File: src/rtl/freq_meter_pkg.sv
// freq_meter_pkg
//   Shared types and constants for the frequency meter: FSM state encoding,
//   datapath widths, the no-edge timeout limit and a saturating accumulate.
package freq_meter_pkg;

   localparam int CNT_W = 16;
   localparam int ACC_W = 16;
   localparam int PER_W = 8;

   localparam logic [CNT_W-1:0] TIMEOUT_MAX = {CNT_W{1'b1}};

   typedef enum logic [2:0] {
      ST_IDLE    = 3'd0,
      ST_ARM     = 3'd1,
      ST_MEASURE = 3'd2,
      ST_DONE    = 3'd3
   } state_e;

   // Adds one period sample (up to 2^CNT_W) to the accumulator, clamping at
   // all-ones instead of wrapping.
   function automatic logic [ACC_W-1:0] sat_add(input logic [ACC_W-1:0] acc,
                                                input logic [CNT_W:0]   sample);
      logic [ACC_W+1:0] sum;
      sum = {2'b00, acc} + {1'b0, sample};
      if (sum > {2'b00, {ACC_W{1'b1}}}) begin
         return {ACC_W{1'b1}};
      end
      return sum[ACC_W-1:0];
   endfunction

endpackage

File: src/rtl/freq_meter_sync_edge_detect.sv
// sync_edge_detect
//   Brings an asynchronous input into the clk domain with a two-flop
//   synchronizer, keeps the previous synchronized value and emits a registered
//   one-cycle pulse on each rising edge. An input edge shows up on rise three
//   clk cycles later.
//
// Ports
//   clk   in   clock
//   rst   in   asynchronous active-high reset
//   d     in   asynchronous input
//   rise  out  one-cycle rising-edge pulse
module sync_edge_detect (
   input  logic clk,
   input  logic rst,
   input  logic d,
   output logic rise
);

   logic sync1_q, sync1_d;
   logic sync2_q, sync2_d;
   logic prev_q,  prev_d;
   logic rise_q,  rise_d;

   always_comb begin
      sync1_d = d;
      sync2_d = sync1_q;
      prev_d  = sync2_q;
      rise_d  = sync2_q & ~prev_q;
   end

   always_ff @(posedge clk or posedge rst) begin
      if (rst) begin
         sync1_q <= 1'b0;
         sync2_q <= 1'b0;
         prev_q  <= 1'b0;
         rise_q  <= 1'b0;
      end else begin
         sync1_q <= sync1_d;
         sync2_q <= sync2_d;
         prev_q  <= prev_d;
         rise_q  <= rise_d;
      end
   end

   assign rise = rise_q;

endmodule

File: src/rtl/freq_meter.sv
// freq_meter
//   Measures the period of sig_in in clk cycles, averaged over 2^n periods.
//   A no-edge timeout aborts a measurement when sig_in stops toggling.
//
// Ports
//   clk       in   reference clock
//   rst       in   asynchronous active-high reset
//   sig_in    in   waveform under measurement (asynchronous)
//   start     in   measurement request, honoured in IDLE and DONE
//   n         in   averaging exponent, latched on start
//   k_exp     in   expected period for the match flag, read at completion
//   period    out  averaged period, saturated at 255
//   done      out  one-cycle completion pulse
//   match     out  last result within +/-1 of k_exp
//   timeout   out  last measurement aborted for a missing edge
//   curState  out  current FSM state
//
// state   | meaning
// IDLE    | after reset, waiting for start
// ARM     | waiting for the first rising edge; cnt doubles as timeout timer
// MEASURE | counting clk cycles between edges, accumulating 2^n samples
// DONE    | result valid and held; start re-arms
module freq_meter
   import freq_meter_pkg::*;
(
   input  logic             clk,
   input  logic             rst,
   input  logic             sig_in,
   input  logic             start,
   input  logic [2:0]       n,
   input  logic [PER_W-1:0] k_exp,
   output logic [PER_W-1:0] period,
   output logic             done,
   output logic             match,
   output logic             timeout,
   output logic [2:0]       curState
);

   logic rise;

   sync_edge_detect u_sync_edge_detect (
      .clk  (clk),
      .rst  (rst),
      .d    (sig_in),
      .rise (rise)
   );

   state_e           state_q,   state_d;
   logic [2:0]       n_r_q,     n_r_d;
   logic [ACC_W-1:0] acc_q,     acc_d;
   logic [CNT_W-1:0] cnt_q,     cnt_d;
   logic [PER_W-1:0] per_cnt_q, per_cnt_d;
   logic [PER_W-1:0] period_q,  period_d;
   logic             done_q,    done_d;
   logic             match_q,   match_d;
   logic             timeout_q, timeout_d;

   logic [CNT_W:0]        sample;
   logic [ACC_W-1:0]      acc_new;
   logic [ACC_W-1:0]      acc_avg;
   logic                  avg_ovf;
   logic [PER_W-1:0]      period_new;
   logic signed [PER_W:0] diff;
   logic                  in_tol;
   logic [PER_W-1:0]      per_new;
   logic [PER_W-1:0]      per_target;

   // Result of completing on the current rise.
   always_comb begin
      sample     = {1'b0, cnt_q} + (CNT_W+1)'(1);
      acc_new    = sat_add(acc_q, sample);
      acc_avg    = acc_new >> n_r_q;
      avg_ovf    = |acc_avg[ACC_W-1:PER_W];
      period_new = avg_ovf ? {PER_W{1'b1}} : acc_avg[PER_W-1:0];
      diff       = $signed({1'b0, period_new}) - $signed({1'b0, k_exp});
      // A clamped reading is out of range and never counts as a match,
      // even when k_exp sits at full scale.
      in_tol     = !avg_ovf && (diff >= -9'sd1) && (diff <= 9'sd1);
      per_new    = per_cnt_q + PER_W'(1);
      per_target = PER_W'(1) << n_r_q;
   end

   always_comb begin
      state_d   = state_q;
      n_r_d     = n_r_q;
      acc_d     = acc_q;
      cnt_d     = cnt_q;
      per_cnt_d = per_cnt_q;
      period_d  = period_q;
      done_d    = 1'b0;
      match_d   = match_q;
      timeout_d = timeout_q;

      case (state_q)
         ST_IDLE, ST_DONE: begin
            if (start) begin
               state_d   = ST_ARM;
               n_r_d     = n;
               acc_d     = '0;
               cnt_d     = '0;
               per_cnt_d = '0;
               match_d   = 1'b0;
               timeout_d = 1'b0;
            end
         end

         ST_ARM: begin
            if (rise) begin
               // Arming edge only starts the first period; it is not a sample.
               state_d = ST_MEASURE;
               cnt_d   = '0;
            end else if (cnt_q == TIMEOUT_MAX) begin
               state_d   = ST_DONE;
               done_d    = 1'b1;
               timeout_d = 1'b1;
               period_d  = '0;
               match_d   = 1'b0;
            end else begin
               cnt_d = cnt_q + CNT_W'(1);
            end
         end

         ST_MEASURE: begin
            if (rise) begin
               acc_d     = acc_new;
               cnt_d     = '0;
               per_cnt_d = per_new;
               if (per_new == per_target) begin
                  state_d  = ST_DONE;
                  done_d   = 1'b1;
                  period_d = period_new;
                  match_d  = in_tol;
               end
            end else if (cnt_q == TIMEOUT_MAX) begin
               state_d   = ST_DONE;
               done_d    = 1'b1;
               timeout_d = 1'b1;
               period_d  = '0;
               match_d   = 1'b0;
            end else begin
               cnt_d = cnt_q + CNT_W'(1);
            end
         end

         default: state_d = ST_IDLE;
      endcase
   end

   always_ff @(posedge clk or posedge rst) begin
      if (rst) begin
         state_q   <= ST_IDLE;
         n_r_q     <= '0;
         acc_q     <= '0;
         cnt_q     <= '0;
         per_cnt_q <= '0;
         period_q  <= '0;
         done_q    <= 1'b0;
         match_q   <= 1'b0;
         timeout_q <= 1'b0;
      end else begin
         state_q   <= state_d;
         n_r_q     <= n_r_d;
         acc_q     <= acc_d;
         cnt_q     <= cnt_d;
         per_cnt_q <= per_cnt_d;
         period_q  <= period_d;
         done_q    <= done_d;
         match_q   <= match_d;
         timeout_q <= timeout_d;
      end
   end

   assign period   = period_q;
   assign done     = done_q;
   assign match    = match_q;
   assign timeout  = timeout_q;
   assign curState = state_q;

endmodule

File: config.mk
export PLATFORM = sky130hd
export DESIGN_NAME = freq_meter
export DESIGN_NICKNAME = d
export VERILOG_FILES = /design/src/rtl/freq_meter_pkg.sv /design/src/rtl/freq_meter_sync_edge_detect.sv /design/src/rtl/freq_meter.sv
export SDC_FILE = /design/constraint.sdc
export NUM_CORES = 1
export LEC_CHECK = 0
export ABC_AREA = 1
export CAP_MARGIN = 20
export CORE_MARGIN = 2
export CORE_UTILIZATION = 60
export DETAILED_ROUTE_END_ITERATION = 10
export GPL_TIMING_DRIVEN = 0
export HOLD_SLACK_MARGIN = 0.03
export PLACE_DENSITY = 0.76
export SLEW_MARGIN = 20
export SYNTH_ARGS = -nofsm -noshare
export SYNTH_HDL_FRONTEND = slang
export SYNTH_HIERARCHICAL = 1
export SYNTH_SLANG_ARGS = --single-unit
File: constraint.sdc
create_clock -name clk -period 13.1 [get_ports clk]
set_clock_uncertainty 0.05 [all_clocks]
set_input_delay 1.31 -clock clk [delete_from_list [all_inputs] [get_ports clk]]
set_output_delay 1.31 -clock clk [all_outputs]
set_load 0.01 [all_outputs]
---- After elaboration in Yosys (flattened, before gate mapping) ----
Cells that the tools add are included.
W data, S select, Z words.
word-level totals
  bits of input ports ..................... 15
  register bits after elaboration ......... 61
  output and inout bits ................... 14
  logic and storage cells ................. 93
cells by class
  bitwise operators ....................... 2
  multiplexer cells ....................... 38
  $lt $le $gt $ge ......................... 3
  add/subtract/negate cells ............... 5
  shift operators ......................... 2
  reductions and logical operators ........ 18
  eq/ne operators ......................... 12
operators with widths
  operator                 count
  $mux W16                 6
  $pmux W16 S2             2
  $mux W8                  7
  $pmux W8 S2              2
  $add A16 B17 Y18         1
  $gt A18 B16 Y1 const B   1
  $add A16 B1 Y17 const B  1
  $add A16 B1 Y16 const B  1
  $eq A16 B16 Y1 const B   1
  $shr A16 B3 Y16          1
  $mux W3                  5
  $mux W1                  12
  $ge A9 B1 Y1 const B     1
  $le A9 B2 Y1 const B     1
  $pmux W3 S3              1
  $reduce_and A3 Y1        3
  $sub A8 B8 Y9            1
  $add A8 B1 Y8 const B    1
  $eq A8 B8 Y1             1
  $reduce_and A4 Y1        2
  $reduce_or A8 Y1         1
  $shl A1 B3 Y8 const A    1
  $eq A3 B2 Y1 const B     2
  $ne A2 B2 Y1 const B     3
  other kinds (15)         22

---- Depth between registers and ports, before layout ----
Gate-level depths: netlist (run 1).
  depth in word-level cells ............... 15
  gate-level depth with buffers ........... 38
  mapped depth without buffers ............ 38

---- Cells and area by module ----
The synthesis (run 1) kept the hierarchy.
modules (own cells, without submodules)
  module            seq. area each (µm²)  instances  area each (µm²)  cells each
  freq_meter        1426.4                1          4854.7           733
  sync_edge_detect  100.1                 1          113.9            7

---- Least setup slack after synthesis (run 1) ----
No wires, ideal clock.
  path kind ............................... reg2reg
  from .................................... reg cnt_q[0]
  to ...................................... reg match_q (netlist: match)
  slack ................................... 8668 ps
  arrival time ............................ 4304 ps
  clock period less this slack ............ 4432 ps
  required time ........................... 12973 ps
  path buffers ............................ 1
  stages on the path, launching flop included .. 35
  cell sequence ........................... dfrtp_1 inv_1 ha_1 inv_1 fa_1 nand2_2 a21oi_2 nand2_2 nand2_4 a21oi_4 buf_6 inv_4 a21oi_2 o21ai_0 nor2_4 nand2_4 inv_2 and2_1 inv_1 ha_1 nand2_1 o21ai_0 xor2_1 nand2_1 nor2_1 nand3b_1 nor2_1 ha_1 inv_1 nand2_1 nand3_1 nand4_1 nand2_1 nand2_1 a21oi_1
on the way
  cells in the longest elaborated chain, start to end .. 15
RTL lines
  what                               line                  text
  start: declaration                 freq_meter.sv:51      logic [CNT_W-1:0] cnt_q, cnt_d;
  start signal: assignment           freq_meter.sv:164     cnt_q <= cnt_d;
  $add A16 B1 Y17                    freq_meter.sv:70      sample = {1'b0, cnt_q} + (CNT_W+1)'(1);
  $add A16 B17 Y18                   freq_meter_pkg.sv:24  sum = {2'b00, acc} + {1'b0, sample};
  $gt A18 B16 Y1                     freq_meter_pkg.sv:25  if (sum > {2'b00, {ACC_W{1'b1}}}) begin
  $mux W1                            freq_meter_pkg.sv:25
  $mux W16                           freq_meter_pkg.sv:28  return sum[ACC_W-1:0];
  $shr A16 B3 Y16                    freq_meter.sv:72      acc_avg = acc_new >> n_r_q;
  $reduce_or A8 Y1                   freq_meter.sv:73      avg_ovf = |acc_avg[ACC_W-1:PER_W];
  $mux W8                            freq_meter.sv:74      period_new = avg_ovf ? {PER_W{1'b1}} : acc_avg[PER_W-1:0];
  $sub A8 B8 Y9                      freq_meter.sv:75      diff = $signed({1'b0, period_new}) - $signed({1'b0, k_exp});
  $ge A9 B1 Y1                       freq_meter.sv:78      in_tol = !avg_ovf && (diff >= -9'sd1) && (diff <= 9'sd1);
  $logic_and A1 B1 Y1 (2 in series)  freq_meter.sv:78
  $mux W1                            freq_meter.sv:128     if (per_new == per_target) begin
  $mux W1                            freq_meter.sv:124     if (rise) begin
  $pmux W1 S3 (*)                    freq_meter.sv:94      case (state_q)
  end signal: assignment             freq_meter.sv:168     match_q <= match_d;
  end: declaration                   freq_meter.sv:55      logic match_q, match_d;
Every way passes the cells marked *; elsewhere a longest branch is shown, timed or not. The select of a mux whose other input is x is not followed.
A chain may end at the register's enable or synchronous reset.

---- Final worst setup path (run 1) ----
Same ends and word-level chain as after synthesis.

==> results.md, run 1 <==
- Share of post-route cells with drive strength above 1: 7.78%
- Synth Flop Type: dfrtp_1
- Critical path type: reg -> reg
- Slew Limit Fails: 0
- CTS clock-pin slew for the worst setup and hold paths: approximately 0.07 ns
- Crit path DAT: about 5.6 ns
- Buffers on Ports: 28
- Fill cell count: just over 700
- Die Wd: about 95 um
- Post-DP HPWL: between 10000 and 15000 um
- CP max-delay cell: fa_1
- # DRC: 0
- Tot GR Track Use: 30.7%
- Final hold violation count: 0
- DIE AREA: between 0.009 and 0.01 mm2
- Total wire length: between 10000 and 15000 um
- TritonCTS clock tree: done
- Min Tclk post-route: 5.42 ns
- Critical Path Max Stage Delay: 0.39 ns
- Diode count: 0
- Synth warn: 6
- Mapped Cells: 740
- Deepest clock path buffer count: 2
- Largest net degree at the start of global routing: 58
- Cell Area, Synth: between 0.004 and 0.005 mm2
- Post-synth ARST share: 100%
- Worst setup SP type: register
- Worst VDD drop: around 0.000075 V
- Via count: roughly 5.0k
- Distinct cells, synth: 52
- Max FO, Critical Path: 10
- Number of synthesized flops with an enable pin: 0
- Vias per cell: ~5.7
- Pre-Repair DR Iteration Count: 5
- Status: finished clean
- Most common cell after layout, fill and taps aside: nand2_1
- Number of global-route vias before repair: 4772
- Root Buffer: clkbuf_8
- Synth Register Bits: 61
- GRT overflow: 0
- 1st-iter DRT viols: 391
- Row count: 33
- Post-DRT Antenna Nets: 0
- Post-Route Utilization: between 60% and 70%
- H-tree depth: 3
- Vert. Die Dim: approximately 95 um
- Area delta synth->final: 13.2%
- Max-cap viol count: 0
- Clock sinks: between 60 and 70
- Static Leakage: ~2.9 nW
- Boundary Pins: 29
- Avg Cell Area, Syn: roughly 6.7 um2
- CTS buffer count: 9
- Critical path required time: roughly 13 ns
- Final RePlAce weighted congestion: about 0.94
- Initial Util: between 60% and 70%
- Tcrit/Tclk final: about 41%
- Crit path capture type: register
- Actual slew at the worst max-slew pin: approximately 0.7 ns
- Relative slew slack: between 50% and 60%
- RSZ-0062 raised after global routing: false
- CP startpoint: cnt_q[0]
- PD cells: ~120 mW/mm2
- Fin nets: just over 800
- Routed len/inst: ~15 um
- Fmax: 185 MHz
- CTS resizes: 0
- Initial antenna violation count: 0
- Clk_lat worst skew: 0.34 ns
- Syn_nets: between 700 and 800
- Hold WC Path Type: reg -> reg
- Core Footprint: around 0.0081 mm2
- Min-delay src: u_sync_edge_detect/sync1_q
- CTS Hold Bufs: 0
- Sequential share of the synthesized area: between 30% and 40%
- Setup TNS: 0 ns
- Final setup viols: 0
- Setup Buffers After CTS: 0
- Most frequent cells in the layout: nand2_1, inv_1, nand3_1
- Crit-path most repeated cell: nand2_1
- First-pass GRT wire length: 21700 um
- R2r startpoint: cnt_q[0]
cell type report:
class                      count  area [um2]  area share (%)
multi-input combinational    546        2920            51.8
inverter                     115         437            7.76
clock buffer                  13         179            3.18
buffer                        18        91.3            1.62
sequential                    61        1530            27.1
clock inverter                 3        65.1            1.16
tap                          105         131            2.33
timing repair buffer          28         280            4.98
metrics by stage:
| stage | instance area [um2] | setup WS [ns] | hold slack (ns) | power (mW) | std cells |
|---|---|---|---|---|---|
| 6_report | 5630 | 7.68 | 0.310 | 0.700 | 889 |
| 5_1_grt | 5630 | 7.13 | 0.314 | 0.747 | 889 |
| 4_1_cts | 5630 | 7.76 | 0.312 | 0.698 | 889 |
| 3_5_place_dp | 5380 | 7.79 | 0.293 | 0.495 | 873 |
| 3_3_place_gp | 5380 | 7.89 | 0.297 | 0.486 | 873 |
| 2_1_floorplan | 4970 | 8.67 | 0.281 | 0.421 | 740 |
metal layers:
metal	routed length (um)	up-vias	GRT usage, %
li1	-	2479	-
met1	5860	2364	43.2
met2	6040	174	50.2
met3	793	25	2.95
met4	257	0	9.30
met5	0	-	0
final timing paths:
path	endpoint	slack [ns]	cells past startpoint
max in group asynchronous	acc_q[7]	11.09	2
setup / recovery	match	7.68	34
setup reg to reg	match	7.68	34
hold / removal	u_sync_edge_detect/prev_d	0.31	0
min in group asynchronous	u_sync_edge_detect/rise	1.19	2
hold reg to reg	u_sync_edge_detect/prev_d	0.31	0
power breakdown:
group | total, mW | switching, mW | internal [mW]
clock network | 0.203 | 0.0756 | 0.128
logic | 0.285 | 0.175 | 0.111
registers | 0.211 | 0.0104 | 0.201
total | 0.700 | 0.261 | 0.439
kinds of logic (layout without fill, tap and decap cells):
| family | Yosys count | after routing | share of synthesized area [%] |
|---|---|---|---|
| adder cells (fa/ha/maj) | 30 | 30 | 7.86 |
| other | 1 | 1 | 0.0755 |
| XOR/XNOR | 20 | 20 | 3.68 |
| AO/OA/AOI/OAI | 112 | 112 | 13.2 |
| AND/OR/NAND/NOR | 383 | 383 | 33.9 |
| buffers and inverters | 133 | 177 | 10.6 |
| flip-flops | 61 | 61 | 30.7 |
worst max-delay path: cells and delay by family, from the launching register on:
family | cells | cell delay [ns]
and+or+nand+nor | 16 | 1.65
AOI/OAI and AO/OA | 7 | 1.26
adders and majority gates | 4 | 1.21
buffers and inverters | 6 | 0.56
DFF | 1 | 0.38
xor gates and xnor gates | 1 | 0.23
state kept, by name, indices dropped and copies added, names as in the netlist:
| register | count |
|---|---|
| u_sync_edge_detect/rise | 1 |
| curState | 3 |
| u_sync_edge_detect/prev_d | 1 |
| cnt_q | 16 |
| period | 8 |
| timeout | 1 |
| u_sync_edge_detect/sync1_q | 1 |
| done | 1 |
| n_r_q | 3 |
| per_cnt_q | 8 |
| match | 1 |
| u_sync_edge_detect/prev_q | 1 |
| acc_q | 16 |
cell usage after synthesis, drive strengths merged, types with 2 or more instances:
library cell,n,share of area [%]
a211oi,3,0.45
a21o,2,0.30
a21oi,46,5.1
a31o,4,0.71
a31oi,2,0.25
and2,4,0.50
buf,9,1.2
clkbuf,9,0.68
clkinv,3,0.23
dfrtp,61,31
fa,2,0.81
ha,28,7.1
inv,112,8.5
nand2,212,17
nand3,70,7.4
nand3b,3,0.45
nand4,13,1.6
nor2,60,4.8
nor3,14,1.5
nor4,2,0.25
o21a,2,0.30
o21ai,41,4.2
o221a,2,0.45
o22ai,6,0.76
or2,4,0.55
xnor2,10,1.8
xor2,10,1.9
(Power assumes the default switching activity.)
==> inputs of run 2 (changes only) <==
--- a/config.mk
+++ b/config.mk
@@ -8,11 +8,11 @@
 export ABC_AREA = 1
 export CAP_MARGIN = 20
 export CORE_MARGIN = 2
-export CORE_UTILIZATION = 60
+export CORE_UTILIZATION = 55
 export DETAILED_ROUTE_END_ITERATION = 10
 export GPL_TIMING_DRIVEN = 0
 export HOLD_SLACK_MARGIN = 0.03
-export PLACE_DENSITY = 0.76
+export PLACE_DENSITY = 0.73
 export SLEW_MARGIN = 20
 export SYNTH_ARGS = -nofsm -noshare
 export SYNTH_HDL_FRONTEND = slang
==> constraint.sdc (replaced) <==
create_clock -name clk -period 4.7 [get_ports clk]
set_clock_uncertainty 0.05 [all_clocks]
set_input_delay 0.47 -clock clk [delete_from_list [all_inputs] [get_ports clk]]
set_output_delay 0.47 -clock clk [all_outputs]
set_load 0.01 [all_outputs]
==> run 2 against run 1 <==
Against the previous run: the flow now finishes with violations (negative setup slack); first-iteration DRC count rose by 14%; clock power rose to 2.7 times the previous value; flip-flop and latch count stayed put; fmax grew 12%; clock-buffer cell count decreased by 3; die area up 8.7%; total power rose to 2.9 times the previous value.
==> results.md, run 2 (synthesis results as in run 1) <==
- Top delay family on crit path: simple AND/OR/NAND/NOR gates
- Tcrit/Tclk final: 103%
- DIE AREA: roughly 0.0098 mm2
- Hold WC Path Type: reg -> reg
- WP buf/inv: 4
- Clock sinks: 61
- Static Leakage: between 2 and 3 nW
- Buffers on Ports: 28
- 1st-iter DRT viols: ~450
- Share of post-route cells with drive strength above 1: about an eighth
- Routed len/inst: approximately 15 um
- Most frequent cells in the layout: nand2_1, inv_1, nand3_1
- Critical path type: reg -> reg
- Critical path required time: about 4.9 ns
- First-pass GRT wire length: about 22000 um
- Slew Limit Fails: 0
- CTS buffer count: 9
- Final RePlAce weighted congestion: around 0.95
- GRT overflow: 0
- Vias per cell: approximately 5.6
- Deepest clock path buffer count: 2
- Final setup viols: 1
- Clk_lat worst skew: 0.33 ns
- Via count: 5068
- Post-DRT Antenna Nets: 0
- Critical Path Max Stage Delay: slightly below 0.5 ns
- Crit-path most repeated cell: nand2_1
- CTS clock-pin slew for the worst setup and hold paths: approximately 0.080 ns
- Fmax: about 210 MHz
- Core Footprint: between 0.008 and 0.009 mm2
- Min Tclk post-route: approximately 4.8 ns
- Boundary Pins: 29
- RSZ-0062 raised after global routing: true
- TritonCTS clock tree: done
- Tot GR Track Use: ~28%
- Final worst setup slack: -0.122 ns
- Root Buffer: clkbuf_8
- Crit path DAT: slightly above 5 ns
- Register-to-register setup slack: -0.12 ns
- Die Wd: a little under 100 um
- Fin nets: 838
- Initial Util: a little under three fifths
- Max-cap viol count: 0
- Total wire length: ~13000 um
- Relative slew slack: between 60 and 70%
- Final Instance Area: 0.00585 mm2
- Number of global-route vias before repair: a little under 5k
- Setup TNS: -0.122 ns
- H-tree depth: 3
- Status: complete, but fails checks
- Worst VDD drop: about 0.00024 V
- CP max-delay cell: dfrtp_1
- Fill cell count: ~740
- Row count: 34
- Pre-Repair DR Iteration Count: 5
- Worst setup SP type: register
- Largest net degree at the start of global routing: between 50 and 60
- Post-DP HPWL: ~10000 um
- CTS Hold Bufs: 0
- Most common cell after layout, fill and taps aside: nand2_1
- Violated checks: negative setup slack
- Max FO, Critical Path: 7
- # DRC: 0
- Initial antenna violation count: 0
- Placed Instance Area: approximately 0.0054 mm2
- Vert. Die Dim: 99.0 um
- PD cells: between 300 and 400 mW/mm2
- Actual slew at the worst max-slew pin: 0.593 ns
- Crit path capture type: register
- Largest regs: acc_q x16, cnt_q x16
- Final hold violation count: 0
- Area delta synth->final: 17.8%
- Diode count: 0
-- run 2: changes by cell type in the layout (fill, tap and decap cells not counted), moves of 3 or more --
cell	change
buf_4	+11
o21ai_0	-7
nor2_1	-4
clkbuf_8	-3
nor2_4	+4
o21ai_1	+6
-- run 2: worst register-to-register path: cells and delay by family, from the launching register on --
kind,cells,cell delay [ns]
adders and majority gates,4,1.26
and+or+nand+nor,19,2.01
DFF,1,0.49
xor gates and xnor gates,1,0.16
buffers and inverters,4,0.41
AOI/OAI and AO/OA,3,0.38
-- run 2: final cells by class --
| type | instances | area [um2] | share of cell area (%) |
|---|---|---|---|
| flip-flops and latches | 61 | 1530 | 26.1 |
| plain buffers | 18 | 95.1 | 1.63 |
| multi-input cells | 546 | 3020 | 51.7 |
| repair buffers | 42 | 409 | 6.99 |
| clock buffers | 10 | 138 | 2.35 |
| clock inverters | 6 | 86.3 | 1.48 |
| inverters | 115 | 437 | 7.46 |
| well taps | 108 | 135 | 2.31 |
-- run 2: stage by stage --
stage          util (%)  hold WS (ns)  power (mW)  setup slack (ns)  cells
2_1_floorplan         -         0.186        1.17             0.268    740
3_3_place_gp       61.7         0.302        1.36            -0.537    876
3_5_place_dp       62.1         0.288        1.38            -0.665    877
4_1_cts            67.0         0.315        1.99            -0.107    906
5_1_grt            67.1         0.319        2.14            -0.499    906
6_report           67.1         0.313        2.00            -0.122    906
-- run 2: path summary, 6_finish.rpt --
kind / depth (start not counted) / startpoint / endpoint
max: 31 / cnt_q[12] / match
min: 0 / u_sync_edge_detect/sync1_q / u_sync_edge_detect/prev_d
max reg2reg: 31 / cnt_q[12] / match
min reg2reg: 0 / u_sync_edge_detect/sync1_q / u_sync_edge_detect/prev_d
max in group asynchronous: 3 / rst / acc_q[11]
min in group asynchronous: 2 / rst / u_sync_edge_detect/sync1_q
-- run 2: per-layer routing --
layer  routed length, um  vias to the layer above  track usage, %  part of all wire [%]
met3                 845                       20            3.05                   6.3
li1                    -                     2503               -                     -
met5                   0                        -               0                     0
met1                6090                     2359            38.6                    45
met4                 215                        0            8.54                   1.6
met2                6250                      186            46.9                    47
-- run 2: timing repair --
item / CTS / global route
gates resized for setup: 33 / 2
setup buffers: 12 / 0
gates cloned: 1 / 0
pin swaps: 15 / 5
setup endpoints to repair: 1 / 1
-- run 2: report_power, final --
group	leakage [nW]	internal (mW)	switching, mW	total (mW)
Combinational	2.05	0.360	0.519	0.879
Sequential	0.832	0.559	0.0284	0.587
Clock	0.112	0.312	0.225	0.538
Total	2.99	1.23	0.773	2.00
==> inputs of run 3 (changes only) <==
==> constraint.sdc (replaced) <==
create_clock -name clk -period 4.7 [get_ports clk]
set_clock_uncertainty 0.05 [all_clocks]
set_input_delay 0.47 -clock clk [delete_from_list [all_inputs] [get_ports clk]]
set_output_delay 0.47 -clock clk [all_outputs]
set_load 0.1 [all_outputs]
==> results of run 3 <==
The final DEF is identical to that of run 2. Status: complete, but fails checks: negative setup slack.
Main changes from that run: total power 2.00 mW -> 2.17 mW
